==> src/rtl/pulse_param_sched_pkg.sv <==
// Shared definitions for the pulse-core parameter scheduler: control codes,
// reset timing defaults, FSM encodings and the committed-configuration layout.
package pulse_param_sched_pkg;

  localparam logic [31:0] ATT_DELAY       = 32'd20000;
  localparam logic [23:0] TIMEOUT_DEFAULT = 24'd120000;

  localparam logic [31:0] ST_PERIOD = 32'd200000;
  localparam logic [31:0] ST_P1W    = 32'd30;
  localparam logic [31:0] ST_P2W    = 32'd30;
  localparam logic [31:0] ST_DELAY  = 32'd200;

  typedef enum logic [7:0] {
    CONT_SET_DELAY   = 8'd0,
    CONT_SET_PERIOD  = 8'd1,
    CONT_SET_PUMP    = 8'd2,
    CONT_SET_PROBE   = 8'd3,
    CONT_TOGGLE_PUMP = 8'd4,
    CONT_SET_ATT     = 8'd5,
    CONT_READ_TEST   = 8'd6
  } cont_e;

  typedef enum logic [1:0] {
    RX_IDLE = 2'd0,
    RX_DATA = 2'd1,
    RX_CTRL = 2'd2,
    RX_EXEC = 2'd3
  } rx_state_e;

  typedef enum logic [1:0] {
    TX_IDLE    = 2'd0,
    TX_WAIT_HI = 2'd1,
    TX_WAIT_LO = 2'd2
  } tx_state_e;

  typedef struct packed {
    logic [31:0] period;
    logic [31:0] p1width;
    logic [31:0] p2width;
    logic [31:0] delay;
    logic        pump;
    logic        double;
    logic        pp_on;
    logic [6:0]  pp_probe;
    logic [6:0]  pp_pump;
    logic [6:0]  post_att;
  } cfg_t;

  typedef struct packed {
    logic [31:0] p2start;
    logic [31:0] sync_up;
    logic [31:0] att_down;
  } edges_t;

  localparam cfg_t CFG_RESET = '{
    period:   ST_PERIOD,
    p1width:  ST_P1W,
    p2width:  ST_P2W,
    delay:    ST_DELAY,
    pump:     1'b1,
    double:   1'b0,
    pp_on:    1'b1,
    pp_probe: 7'h7F,
    pp_pump:  7'h00,
    post_att: 7'h00
  };

  // All edge sums wrap at 32 bits; the core tolerates wrap, saturation would hide bad settings.
  function automatic edges_t derive_edges(input cfg_t c);
    edges_t e;
    e.p2start  = c.p1width + c.delay;
    e.sync_up  = e.p2start + c.p2width;
    e.att_down = e.sync_up + ATT_DELAY;
    return e;
  endfunction

  localparam edges_t EDGES_RESET = derive_edges(CFG_RESET);

endpackage

==> src/rtl/pulse_param_sched_bank.sv <==
// Shadow/active parameter register pairs with atomic commit on period_end
// and registered derived edges (valid one cycle after the commit).
module pulse_param_sched_bank
  import pulse_param_sched_pkg::*;
(
  input  logic        clk,
  input  logic        rst,
  input  logic        wr_en,
  input  logic [7:0]  wr_code,
  input  logic [31:0] wr_data,
  input  logic        period_end,
  output cfg_t        active,
  output edges_t      edges,
  output logic        cfg_pending
);

  cfg_t shadow;
  cfg_t shadow_next;
  logic wr_hit;

  always_comb begin
    shadow_next = shadow;
    wr_hit      = 1'b0;
    if (wr_en) begin
      case (wr_code)
        CONT_SET_DELAY: begin
          shadow_next.delay = wr_data;
          wr_hit = 1'b1;
        end
        CONT_SET_PERIOD: begin
          shadow_next.period = wr_data;
          wr_hit = 1'b1;
        end
        CONT_SET_PUMP: begin
          shadow_next.p1width = wr_data;
          wr_hit = 1'b1;
        end
        CONT_SET_PROBE: begin
          shadow_next.p2width = wr_data;
          wr_hit = 1'b1;
        end
        CONT_TOGGLE_PUMP: begin
          shadow_next.pump   = wr_data[0];
          shadow_next.double = wr_data[1];
          wr_hit = 1'b1;
        end
        CONT_SET_ATT: begin
          shadow_next.pp_probe = wr_data[6:0];
          shadow_next.post_att = wr_data[14:8];
          shadow_next.pp_pump  = wr_data[22:16];
          shadow_next.pp_on    = wr_data[24];
          wr_hit = 1'b1;
        end
        default: wr_hit = 1'b0;
      endcase
    end
  end

  // The commit reads the pre-write shadow, so a write landing in the strobe
  // cycle waits for the next period_end instead of mixing into this one.
  always_ff @(posedge clk) begin
    if (rst) begin
      shadow      <= CFG_RESET;
      active      <= CFG_RESET;
      edges       <= EDGES_RESET;
      cfg_pending <= 1'b0;
    end else begin
      if (period_end && cfg_pending) begin
        active <= shadow;
      end
      shadow      <= shadow_next;
      edges       <= derive_edges(active);
      cfg_pending <= wr_hit | (cfg_pending & ~period_end);
    end
  end

endmodule

==> src/rtl/pulse_param_sched.sv <==
// UART command front end: assembles 5-byte frames, feeds the parameter bank,
// enforces an inter-byte timeout and returns one reply byte per frame.
module pulse_param_sched
  import pulse_param_sched_pkg::*;
#(
  parameter logic [23:0] TIMEOUT_CYC = TIMEOUT_DEFAULT
) (
  input  logic        clk,
  input  logic        rst,
  input  logic        rx_valid,
  input  logic [7:0]  rx_byte,
  input  logic        tx_busy,
  output logic        tx_start,
  output logic [7:0]  tx_byte,
  input  logic        period_end,
  output logic [31:0] period,
  output logic [31:0] p1width,
  output logic [31:0] p2width,
  output logic [31:0] delay,
  output logic [31:0] p2start,
  output logic [31:0] sync_up,
  output logic [31:0] att_down,
  output logic        pump,
  output logic        double,
  output logic        pp_on,
  output logic [6:0]  pp_probe,
  output logic [6:0]  pp_pump,
  output logic [6:0]  post_att,
  output logic        cfg_pending,
  output logic        frame_err
);

  rx_state_e   rx_state, rx_next;
  tx_state_e   tx_state, tx_next;
  logic        rx_prev;
  logic        byte_stb;
  logic [1:0]  byte_cnt;
  logic [31:0] data_reg;
  logic [7:0]  ctrl_reg;
  logic [23:0] idle_cnt;
  logic        in_frame;
  logic        timeout;
  logic        exec;
  logic        code_ok;
  logic [7:0]  csum;
  logic        reply_pending;
  logic [7:0]  reply_byte;
  logic        tx_go;
  cfg_t        active;
  edges_t      edges;

  // A level-type 'received' flag may be held for several clocks; only its rising edge counts.
  assign byte_stb = rx_valid & ~rx_prev;
  assign in_frame = (rx_state == RX_DATA) || (rx_state == RX_CTRL);
  assign timeout  = in_frame && (idle_cnt == TIMEOUT_CYC);
  assign exec     = (rx_state == RX_EXEC);
  assign code_ok  = (ctrl_reg <= CONT_READ_TEST);
  assign csum     = data_reg[7:0] + data_reg[15:8] + data_reg[23:16] + data_reg[31:24];

  always_comb begin
    rx_next = rx_state;
    case (rx_state)
      RX_IDLE: if (byte_stb) rx_next = RX_DATA;
      RX_DATA: begin
        if (timeout)                         rx_next = RX_IDLE;
        else if (byte_stb && byte_cnt == 2'd3) rx_next = RX_CTRL;
      end
      RX_CTRL: begin
        if (timeout)       rx_next = RX_IDLE;
        else if (byte_stb) rx_next = RX_EXEC;
      end
      RX_EXEC: rx_next = RX_IDLE;
      default: rx_next = RX_IDLE;
    endcase
  end

  always_ff @(posedge clk) begin
    if (rst) begin
      rx_state  <= RX_IDLE;
      rx_prev   <= 1'b0;
      byte_cnt  <= 2'd0;
      data_reg  <= 32'd0;
      ctrl_reg  <= 8'd0;
      idle_cnt  <= 24'd0;
      frame_err <= 1'b0;
    end else begin
      rx_state <= rx_next;
      rx_prev  <= rx_valid;

      if (byte_stb || !in_frame) idle_cnt <= 24'd0;
      else                       idle_cnt <= idle_cnt + 24'd1;

      if (!timeout && byte_stb) begin
        case (rx_state)
          RX_IDLE: begin
            data_reg[7:0] <= rx_byte;
            byte_cnt      <= 2'd1;
          end
          RX_DATA: begin
            data_reg[{byte_cnt, 3'b000} +: 8] <= rx_byte;
            byte_cnt                          <= byte_cnt + 2'd1;
          end
          RX_CTRL: ctrl_reg <= rx_byte;
          default: ;
        endcase
      end

      if (timeout)                                frame_err <= 1'b1;
      else if (exec && !code_ok)                  frame_err <= 1'b1;
      else if (exec && ctrl_reg == CONT_READ_TEST) frame_err <= 1'b0;
    end
  end

  assign tx_go = (tx_state == TX_IDLE) && reply_pending && !tx_busy;

  always_comb begin
    tx_next = tx_state;
    case (tx_state)
      TX_IDLE:    if (tx_go)    tx_next = TX_WAIT_HI;
      TX_WAIT_HI: if (tx_busy)  tx_next = TX_WAIT_LO;
      TX_WAIT_LO: if (!tx_busy) tx_next = TX_IDLE;
      default:    tx_next = TX_IDLE;
    endcase
  end

  // tx_byte is latched at launch so a reply arriving mid-send only replaces the queued byte.
  always_ff @(posedge clk) begin
    if (rst) begin
      tx_state      <= TX_IDLE;
      tx_start      <= 1'b0;
      tx_byte       <= 8'd0;
      reply_pending <= 1'b0;
      reply_byte    <= 8'd0;
    end else begin
      tx_state <= tx_next;
      tx_start <= tx_go;
      if (tx_go) tx_byte <= reply_byte;
      if (exec) begin
        reply_pending <= 1'b1;
        reply_byte    <= code_ok ? csum : ~csum;
      end else if (tx_go) begin
        reply_pending <= 1'b0;
      end
    end
  end

  pulse_param_sched_bank u_bank (
    .clk         (clk),
    .rst         (rst),
    .wr_en       (exec),
    .wr_code     (ctrl_reg),
    .wr_data     (data_reg),
    .period_end  (period_end),
    .active      (active),
    .edges       (edges),
    .cfg_pending (cfg_pending)
  );

  assign period   = active.period;
  assign p1width  = active.p1width;
  assign p2width  = active.p2width;
  assign delay    = active.delay;
  assign pump     = active.pump;
  assign double   = active.double;
  assign pp_on    = active.pp_on;
  assign pp_probe = active.pp_probe;
  assign pp_pump  = active.pp_pump;
  assign post_att = active.post_att;
  assign p2start  = edges.p2start;
  assign sync_up  = edges.sync_up;
  assign att_down = edges.att_down;

endmodule
==> config.mk <==
export PLATFORM = sky130hd
export DESIGN_NAME = pulse_param_sched
export DESIGN_NICKNAME = d
export VERILOG_FILES = /design/src/rtl/pulse_param_sched_pkg.sv /design/src/rtl/pulse_param_sched_bank.sv /design/src/rtl/pulse_param_sched.sv
export SDC_FILE = /design/constraint.sdc
export NUM_CORES = 1
export LEC_CHECK = 0
export CORE_UTILIZATION = 50
export DETAILED_ROUTE_END_ITERATION = 10
export HOLD_SLACK_MARGIN = 0.02
export PLACE_DENSITY = 0.84
export RECOVER_POWER = 100
export SLEW_MARGIN = 20
export SYNTH_ARGS = -nofsm -noshare
export SYNTH_HDL_FRONTEND = slang
export SYNTH_SLANG_ARGS = --single-unit
==> constraint.sdc <==
create_clock -name clk -period 6.67 [get_ports clk]
set_clock_uncertainty 0.2 [all_clocks]
set_input_delay 0.667 -clock clk [delete_from_list [all_inputs] [get_ports clk]]
set_output_delay 0.667 -clock clk [all_outputs]
set_load 0.02 [all_outputs]
==> summary.txt, run 1 <==
FMAX: 158 MHz
met3 layer wire length in the routed design: 5380 um
buffer and inverter count on the worst path: 1
fraction of the cycle the final worst path needs: 0.951
leakage power: 10.2 nW
standard-cell rows: 74
Post-Synth XOR/XNOR Area: 0.0453
Top delay family on crit path: simple AND/OR/NAND/NOR gates
Largest regs: u_bank.active (152), u_bank.shadow (152), u_bank.edges (91)
final hold vios: 0
cell area after layout: 25400 sq um
fill cell total of the finished layout: 3482
Die X: 206 um
crit path capture type: flip-flop
aggregate global-route resource usage: 0.307
Detail Placement HPWL: 48000 um
cell count after synthesis: 2562
Worst VDD drop: 209 uV
count of cell instances traversed by the critical path: 23
ordered cell list for the critical path: ha_1 > inv_1 > fa_1 > nor2b_1 > o21a_1 > o21a_1 > o21ai_0 > a21boi_0 > o21ai_0 > a21oi_1 > o21ai_0 > a21boi_0 > ha_1 > nand3_1 > nand2_1 > nor2_1 > a211oi_1 > a211oi_2 > and3b_1 > and4b_1 > or3b_1 > or4_1 > a21oi_1
share of flip-flops with an asynchronous set or reset after synthesis: 0
wire length of the first global-routing pass: 101000 um
first-pass iteration count of the detailed router: 8
top-count cell post-synth: sky130_fd_sc_hd__nand2_1
hold bufs inserted after CTS: 0
Worst Setup Start Kind: flip-flop
switching fraction of total power: 0.222
run status: finished with violations
fraction of power consumed by the clock network: 0.468
worst skew pair latency: 620 ps
Hold Path Stages: 2
adder-cell share of the synthesized area: 0.0656
via count of the first global-routing pass: 17926
maximum number of pins on one net before global-route repair: 175
critical setup path kind: flip-flop to flip-flop
clock tree root buffer cell: sky130_fd_sc_hd__clkbuf_16
depth of the CTS H-tree: 2
Flop pwr share: 0.504
slowest stage cell, crit path: sky130_fd_sc_hd__or4_1
placed cells: 3242
maximum cell stage delay along the critical path: 480 ps
critical path data arrival time: 6660 ps
instance area after placement: 23900 sq um
total net switching power: 1.30 mW
post-synthesis simple-gate area fraction: 0.232
Tightest Hold Check Type: flip-flop to flip-flop
clock tree from TritonCTS: yes
grt ovf: 0
final critical-path required period: 6340 ps
Warnings, synthesis: 0
Placeable Area: 41000 sq um
Critical R2R Launch: u_bank.active[88]$_SDFFE_PP0P_
worst-case hold slack: 238 ps
final weighted congestion in routability-driven placement: 0.965
initial core utilization: 0.510
total clock buffers created by CTS: 49
Synth-to-Final Area Change: 21.7%
Power per Cell Area: 229 nW/um^2
number of routed nets with antenna violations: 0
worst slack, placed: 325 ps
synthesized area divided by synthesized cell count: 8.16 sq um
worst slew slack as a fraction of its limit: -1.38
compound-cell area share of the yosys netlist: 0.152
cell occurring most often along the worst timing path: sky130_fd_sc_hd__o21ai_0
share of cells above drive strength 1: 0.0416
highest net fanout along the worst path: 11
final cell utilization of the core: 0.620
number of cells on the worst reg-to-reg path: 23
largest family of logic cells by synthesized area: simple AND/OR/NAND/NOR gates
internal power contribution: 4.53 mW
total count of max-transition violations in the final report: 276
count of buffers inserted at the top-level ports: 271
total number of vias: 19048
cell types with the largest area share after synthesis: sky130_fd_sc_hd__dfxtp_1 47%, sky130_fd_sc_hd__nand2_1 13%, sky130_fd_sc_hd__a21oi_1 8.9%
slack of the critical path: 325 ps
total routed wirelength: 66600 um
Crit path required time: 6990 ps
area fraction of the dominant cell type after synthesis: 0.465
Final Setup Violations: 0
source of the worst hold timing path: u_bank.shadow[116]$_SDFFE_PP0P_
number of antenna violations at the first check in global routing: 1
DRC violations left: 21
detailed route wirelength on metal2: 32100 um
relative contribution of combinational cells to total power: 0.029
TNS Setup: 0 ps
fraction of the yosys area taken by sequential cells: 0.465
transition time of the tightest slew-check pin: 3560 ps
PnR Total Power: 5.83 mW
Finished Layout Cells: 3323
origin of the worst setup path: u_bank.active[88]$_SDFFE_PP0P_
Yosys reg bits: 486
most used standard cells in the synthesized netlist: 714 x sky130_fd_sc_hd__nand2_1, 486 x sky130_fd_sc_hd__dfxtp_1, 372 x sky130_fd_sc_hd__a21oi_1
Primary FF master, synth: sky130_fd_sc_hd__dfxtp_1
clock input transition at the sequential cells of the worst setup and hold paths: 70 ps
cell type with the highest aggregate area in the netlist: sky130_fd_sc_hd__dfxtp_1
unrepaired setup endpoints after global routing: false
number of buffers between clock root and the deepest sink: 3
Die Y-Extent: 206 um
antenna cell count: 0
die area: 42600 sq um
multiplexer share of the synthesized area: 0.00820
number of nets in the final layout: 2874
MaxCap Viol Count: 2
DRC marker count from the first detailed-route iteration: 1767
number of flops mapped to enable cells by yosys: 0
post-synth design cell area: 20900 sq um
number of distinct standard cells referenced by the synthesized netlist: 70
detail-routed net length per standard cell: 20.0 um
violations in the final reports: DRC, capacitance limit, slew limit
Mapped Nets: 2675
DRT met1 WL: 26500 um
routed vias/inst: 5.73
top-level I/O count: 272
DR top layer: met4
TritonCTS sink count: 486
==> worst register-to-register path, stage by stage, from the launching register on <==
cell and delay, ps:
sky130_fd_sc_hd__dfxtp_1 360, sky130_fd_sc_hd__ha_1 200, sky130_fd_sc_hd__inv_1 70, sky130_fd_sc_hd__fa_1 410, sky130_fd_sc_hd__nor2b_1 130, sky130_fd_sc_hd__o21a_1 170
sky130_fd_sc_hd__o21a_1 160, sky130_fd_sc_hd__o21ai_0 110, sky130_fd_sc_hd__a21boi_0 290, sky130_fd_sc_hd__o21ai_0 160, sky130_fd_sc_hd__a21oi_1 220, sky130_fd_sc_hd__o21ai_0 100
sky130_fd_sc_hd__a21boi_0 320, sky130_fd_sc_hd__ha_1 450, sky130_fd_sc_hd__nand3_1 200, sky130_fd_sc_hd__nand2_1 130, sky130_fd_sc_hd__nor2_1 320, sky130_fd_sc_hd__a211oi_1 140
sky130_fd_sc_hd__a211oi_2 470, sky130_fd_sc_hd__and3b_1 260, sky130_fd_sc_hd__and4b_1 380, sky130_fd_sc_hd__or3b_1 400, sky130_fd_sc_hd__or4_1 480, sky130_fd_sc_hd__a21oi_1 140
==> cells by family (layout without fill, tap and decap cells) <==
family | Yosys count | after routing
flip-flops | 486 | 486
multiplexers | 17 | 17
XOR/XNOR | 106 | 106
buffers and inverters | 171 | 400
adder cells (fa/ha/maj) | 100 | 100
AO/OA/AOI/OAI | 556 | 556
AND/OR/NAND/NOR | 1126 | 1126
==> metal layers <==
metal / global-route usage / up-vias
met5: 0 / -
met4: 0.127 / 0
met3: 0.0539 / 166
met2: 0.521 / 830
met1: 0.382 / 9010
li1: - / 9042
==> worst paths after layout <==
check	end	slack, ps
worst max-delay path	u_bank.edges[31]$_SDFF_PP0_	330
worst min-delay path	u_bank.active[116]$_SDFFE_PP0P_	240
worst max register to register	u_bank.edges[31]$_SDFF_PP0_	330
worst min register to register	u_bank.active[116]$_SDFFE_PP0P_	240
==> layout by cell type (no fill, tap or decap), types with 11 or more instances in the layout <==
master / instances
sky130_fd_sc_hd__dfxtp_1: 486
sky130_fd_sc_hd__nand2_1: 713
sky130_fd_sc_hd__mux2i_1: 16
sky130_fd_sc_hd__clkbuf_16: 49
sky130_fd_sc_hd__and2_0: 22
sky130_fd_sc_hd__a21oi_1: 371
sky130_fd_sc_hd__nand3_1: 115
sky130_fd_sc_hd__inv_1: 30
sky130_fd_sc_hd__o21ai_0: 44
sky130_fd_sc_hd__xor2_1: 42
sky130_fd_sc_hd__and2_1: 22
sky130_fd_sc_hd__fa_1: 16
sky130_fd_sc_hd__a211oi_1: 15
sky130_fd_sc_hd__nor2b_1: 13
sky130_fd_sc_hd__xnor2_1: 63
sky130_fd_sc_hd__nand4_1: 14
sky130_fd_sc_hd__o211ai_1: 13
sky130_fd_sc_hd__ha_1: 84
sky130_fd_sc_hd__nor3_1: 26
sky130_fd_sc_hd__dlygate4sd3_1: 259
sky130_fd_sc_hd__a21o_1: 35
sky130_fd_sc_hd__clkdlybuf4s50_1: 11
sky130_fd_sc_hd__and3_1: 20
sky130_fd_sc_hd__nor2_1: 117
sky130_fd_sc_hd__buf_4: 15
==> power groups by stage <==
| stage | Combinational, mW | Sequential (mW) | Clock, mW |
|---|---|---|---|
| 2_1_floorplan | 0.111 | 2.99 | 0 |
| 3_3_place_gp | 0.159 | 3.00 | 0 |
| 3_5_place_dp | 0.165 | 3.00 | 0 |
| 4_1_cts | 0.166 | 2.94 | 2.75 |
| 5_1_grt | 0.180 | 2.94 | 2.86 |
| 6_report | 0.167 | 2.94 | 2.73 |
==> final cells by class <==
type                    instances  area [sq um]  share of cell area
well taps                     532           666              0.0262
flip-flops and latches        486          9730               0.382
clock buffers                  63          1340              0.0526
clock inverters                18           226             0.00890
inverters                      31           116             0.00457
multi-input cells            1905         10500               0.414
repair buffers                288          2830               0.111
==> repair_timing <==
item | in CTS | in global routing
setup endpoints to repair | 0 | 1
gates resized for setup | 0 | 3
buffers inserted | 0 | 0
Power figures use the tool's default switching activity.
==> inputs of run 2 (changes only) <==
PLACE_DENSITY = 0.71   (was 0.84)
==> summary.txt, run 2 (same netlist as run 1, synthesis figures left out) <==
commonest non-fill, non-tap cell in the layout: sky130_fd_sc_hd__nand2_1
final weighted congestion in routability-driven placement: 0.968
number of setup buffers added after CTS: 0
grt ovf: 0
flip-flop and latch area: 9730 sq um
Placeable Area: 41000 sq um
count of buffers inserted at the top-level ports: 271
DRC marker count from the first detailed-route iteration: 1403
Synth-to-Final Area Change: 22.7%
critical path data arrival time: 6680 ps
Critical R2R Launch: u_bank.active[88]$_SDFFE_PP0P_
Tightest Hold Check Type: flip-flop to flip-flop
standard-cell rows: 74
Power per Cell Area: 239 nW/um^2
combined area of the multi-input logic cells: 10500 sq um
Die X: 206 um
wire length of the first global-routing pass: 100000 um
final critical-path required period: 6370 ps
Worst Setup Start Kind: flip-flop
maximum number of pins on one net before global-route repair: 216
detail-routed net length per standard cell: 19.9 um
total count of max-transition violations in the final report: 299
most used cells in the layout excluding fill and tap cells: 713 x sky130_fd_sc_hd__nand2_1, 486 x sky130_fd_sc_hd__dfxtp_1, 372 x sky130_fd_sc_hd__a21oi_1, 261 x sky130_fd_sc_hd__dlygate4sd3_1, 117 x sky130_fd_sc_hd__nor2_1
Largest regs: u_bank.active (152), u_bank.shadow (152), u_bank.edges (91)
worst slew slack as a fraction of its limit: -1.87
final cell utilization of the core: 0.625
top-level I/O count: 272
hold bufs inserted after CTS: 0
antenna cell count: 0
run status: finished with violations
clock tree from TritonCTS: yes
initial core utilization: 0.510
die area: 42600 sq um
final hold vios: 0
Final Setup Violations: 0
total routed wirelength: 66100 um
clock input transition at the sequential cells of the worst setup and hold paths: 60 ps
placed cells: 3242
FMAX: 157 MHz
Hold Path Stages: 2
total number of vias: 18749
clock tree root buffer cell: sky130_fd_sc_hd__clkbuf_16
violations in the final reports: DRC, capacitance limit, slew limit
MaxCap Viol Count: 6
routed vias/inst: 5.63
number of routed nets with antenna violations: 0
TritonCTS sink count: 486
reg-to-reg critical path endpoint: u_bank.edges[31]$_SDFF_PP0_
first-pass iteration count of the detailed router: 9
DRC violations left: 20
aggregate global-route resource usage: 0.305
Die Y-Extent: 206 um
depth of the CTS H-tree: 2
Worst VDD drop: 266 uV
number of cells on the worst reg-to-reg path: 23
unrepaired setup endpoints after global routing: false
via count of the first global-routing pass: 17580
slack of the critical path: 298 ps
Detail Placement HPWL: 47800 um
share of cells above drive strength 1: 0.0397
transition time of the tightest slew-check pin: 4300 ps
setup slack of the worst register-to-register path: 300 ps
fraction of the cycle the final worst path needs: 0.955
highest net fanout along the worst path: 5
crit path capture type: flip-flop
instance area after placement: 23900 sq um
critical setup path kind: flip-flop to flip-flop
total clock buffers created by CTS: 48
number of buffers between clock root and the deepest sink: 3
TNS Setup: 0 ps
cell area after layout: 25700 sq um
Resized cells post-CTS: 0
number of nets in the final layout: 2873
Finished Layout Cells: 3330
source of the worst hold timing path: u_bank.shadow[81]$_SDFFE_PP0P_
leakage power: 10.3 nW
worst slack, placed: 448 ps
end point of the most critical hold path: u_bank.active[81]$_SDFFE_PP0P_
number of antenna violations at the first check in global routing: 3
fill cell total of the finished layout: 3587
Crit path required time: 6980 ps
worst skew pair latency: 620 ps
==> run 2: per-stage QoR <==
step	total power, mW	hold slack, ps
floorplan	3.11	231
global placement	3.17	237
detailed placement	3.17	242
CTS	6.18	238
global route	6.32	256
finish	6.14	230
==> run 2: per-layer routing <==
layer,GRT usage,up-vias,share of wire
met5,0,-,0
met2,0.505,647,0.47
met1,0.395,8917,0.43
met3,0.0500,137,0.065
li1,-,9048,-
met4,0.121,0,0.037
==> run 2: layout make-up <==
type,instances,area share
multi-input combinational,1905,0.410
timing repair buffer,288,0.110
tap,532,0.0259
clock buffer,65,0.0536
inverter,31,0.00454
clock inverter,23,0.0166
sequential,486,0.379
==> run 2: how the worst max path moves through the flow <==
stage / start / to / slack, ps / cells past startpoint
5_1_grt: u_bank.active[88]$_SDFFE_PP0P_ / u_bank.edges[27]$_SDFF_PP0_ / 80 / 22
3_3_place_gp: u_bank.active[88]$_SDFFE_PP0P_ / u_bank.edges[31]$_SDFF_PP0_ / 640 / 23
4_1_cts: u_bank.active[88]$_SDFFE_PP0P_ / u_bank.edges[31]$_SDFF_PP0_ / 380 / 23
6_report: u_bank.active[88]$_SDFFE_PP0P_ / u_bank.edges[31]$_SDFF_PP0_ / 300 / 23
3_5_place_dp: u_bank.active[88]$_SDFFE_PP0P_ / u_bank.edges[31]$_SDFF_PP0_ / 450 / 23
2_1_floorplan: u_bank.active[24]$_SDFFE_PP0P_ / u_bank.edges[31]$_SDFF_PP0_ / 1390 / 25
==> run 2: critical path: stages (launching register included) <==
cell                       delay, ps
sky130_fd_sc_hd__dfxtp_1         360
sky130_fd_sc_hd__ha_1            220
sky130_fd_sc_hd__inv_1            70
sky130_fd_sc_hd__fa_1            400
sky130_fd_sc_hd__nor2b_1         140
sky130_fd_sc_hd__o21a_1          170
sky130_fd_sc_hd__o211ai_1        100
sky130_fd_sc_hd__a31oi_1         390
sky130_fd_sc_hd__o21ai_0         240
sky130_fd_sc_hd__a31oi_1         320
sky130_fd_sc_hd__a22oi_1         210
sky130_fd_sc_hd__a21boi_0        330
sky130_fd_sc_hd__o21ai_0         160
sky130_fd_sc_hd__o31a_1          180
sky130_fd_sc_hd__ha_1            410
sky130_fd_sc_hd__and4_1          240
sky130_fd_sc_hd__nand3_1         100
sky130_fd_sc_hd__a211oi_1        510
sky130_fd_sc_hd__nor3_1          190
sky130_fd_sc_hd__a211o_1         310
sky130_fd_sc_hd__xnor2_1         140
sky130_fd_sc_hd__xnor2_1         270
sky130_fd_sc_hd__or4_1           480
sky130_fd_sc_hd__a21oi_1         120
==> run 2: power by group <==
group | total [mW] | switching, mW | internal (mW) | leakage, nW
Combinational | 0.168 | 0.118 | 0.0500 | 5.47
Sequential | 2.94 | 0.0225 | 2.91 | 3.92
Clock | 3.04 | 1.19 | 1.85 | 0.866
Total | 6.14 | 1.33 | 4.81 | 10.3
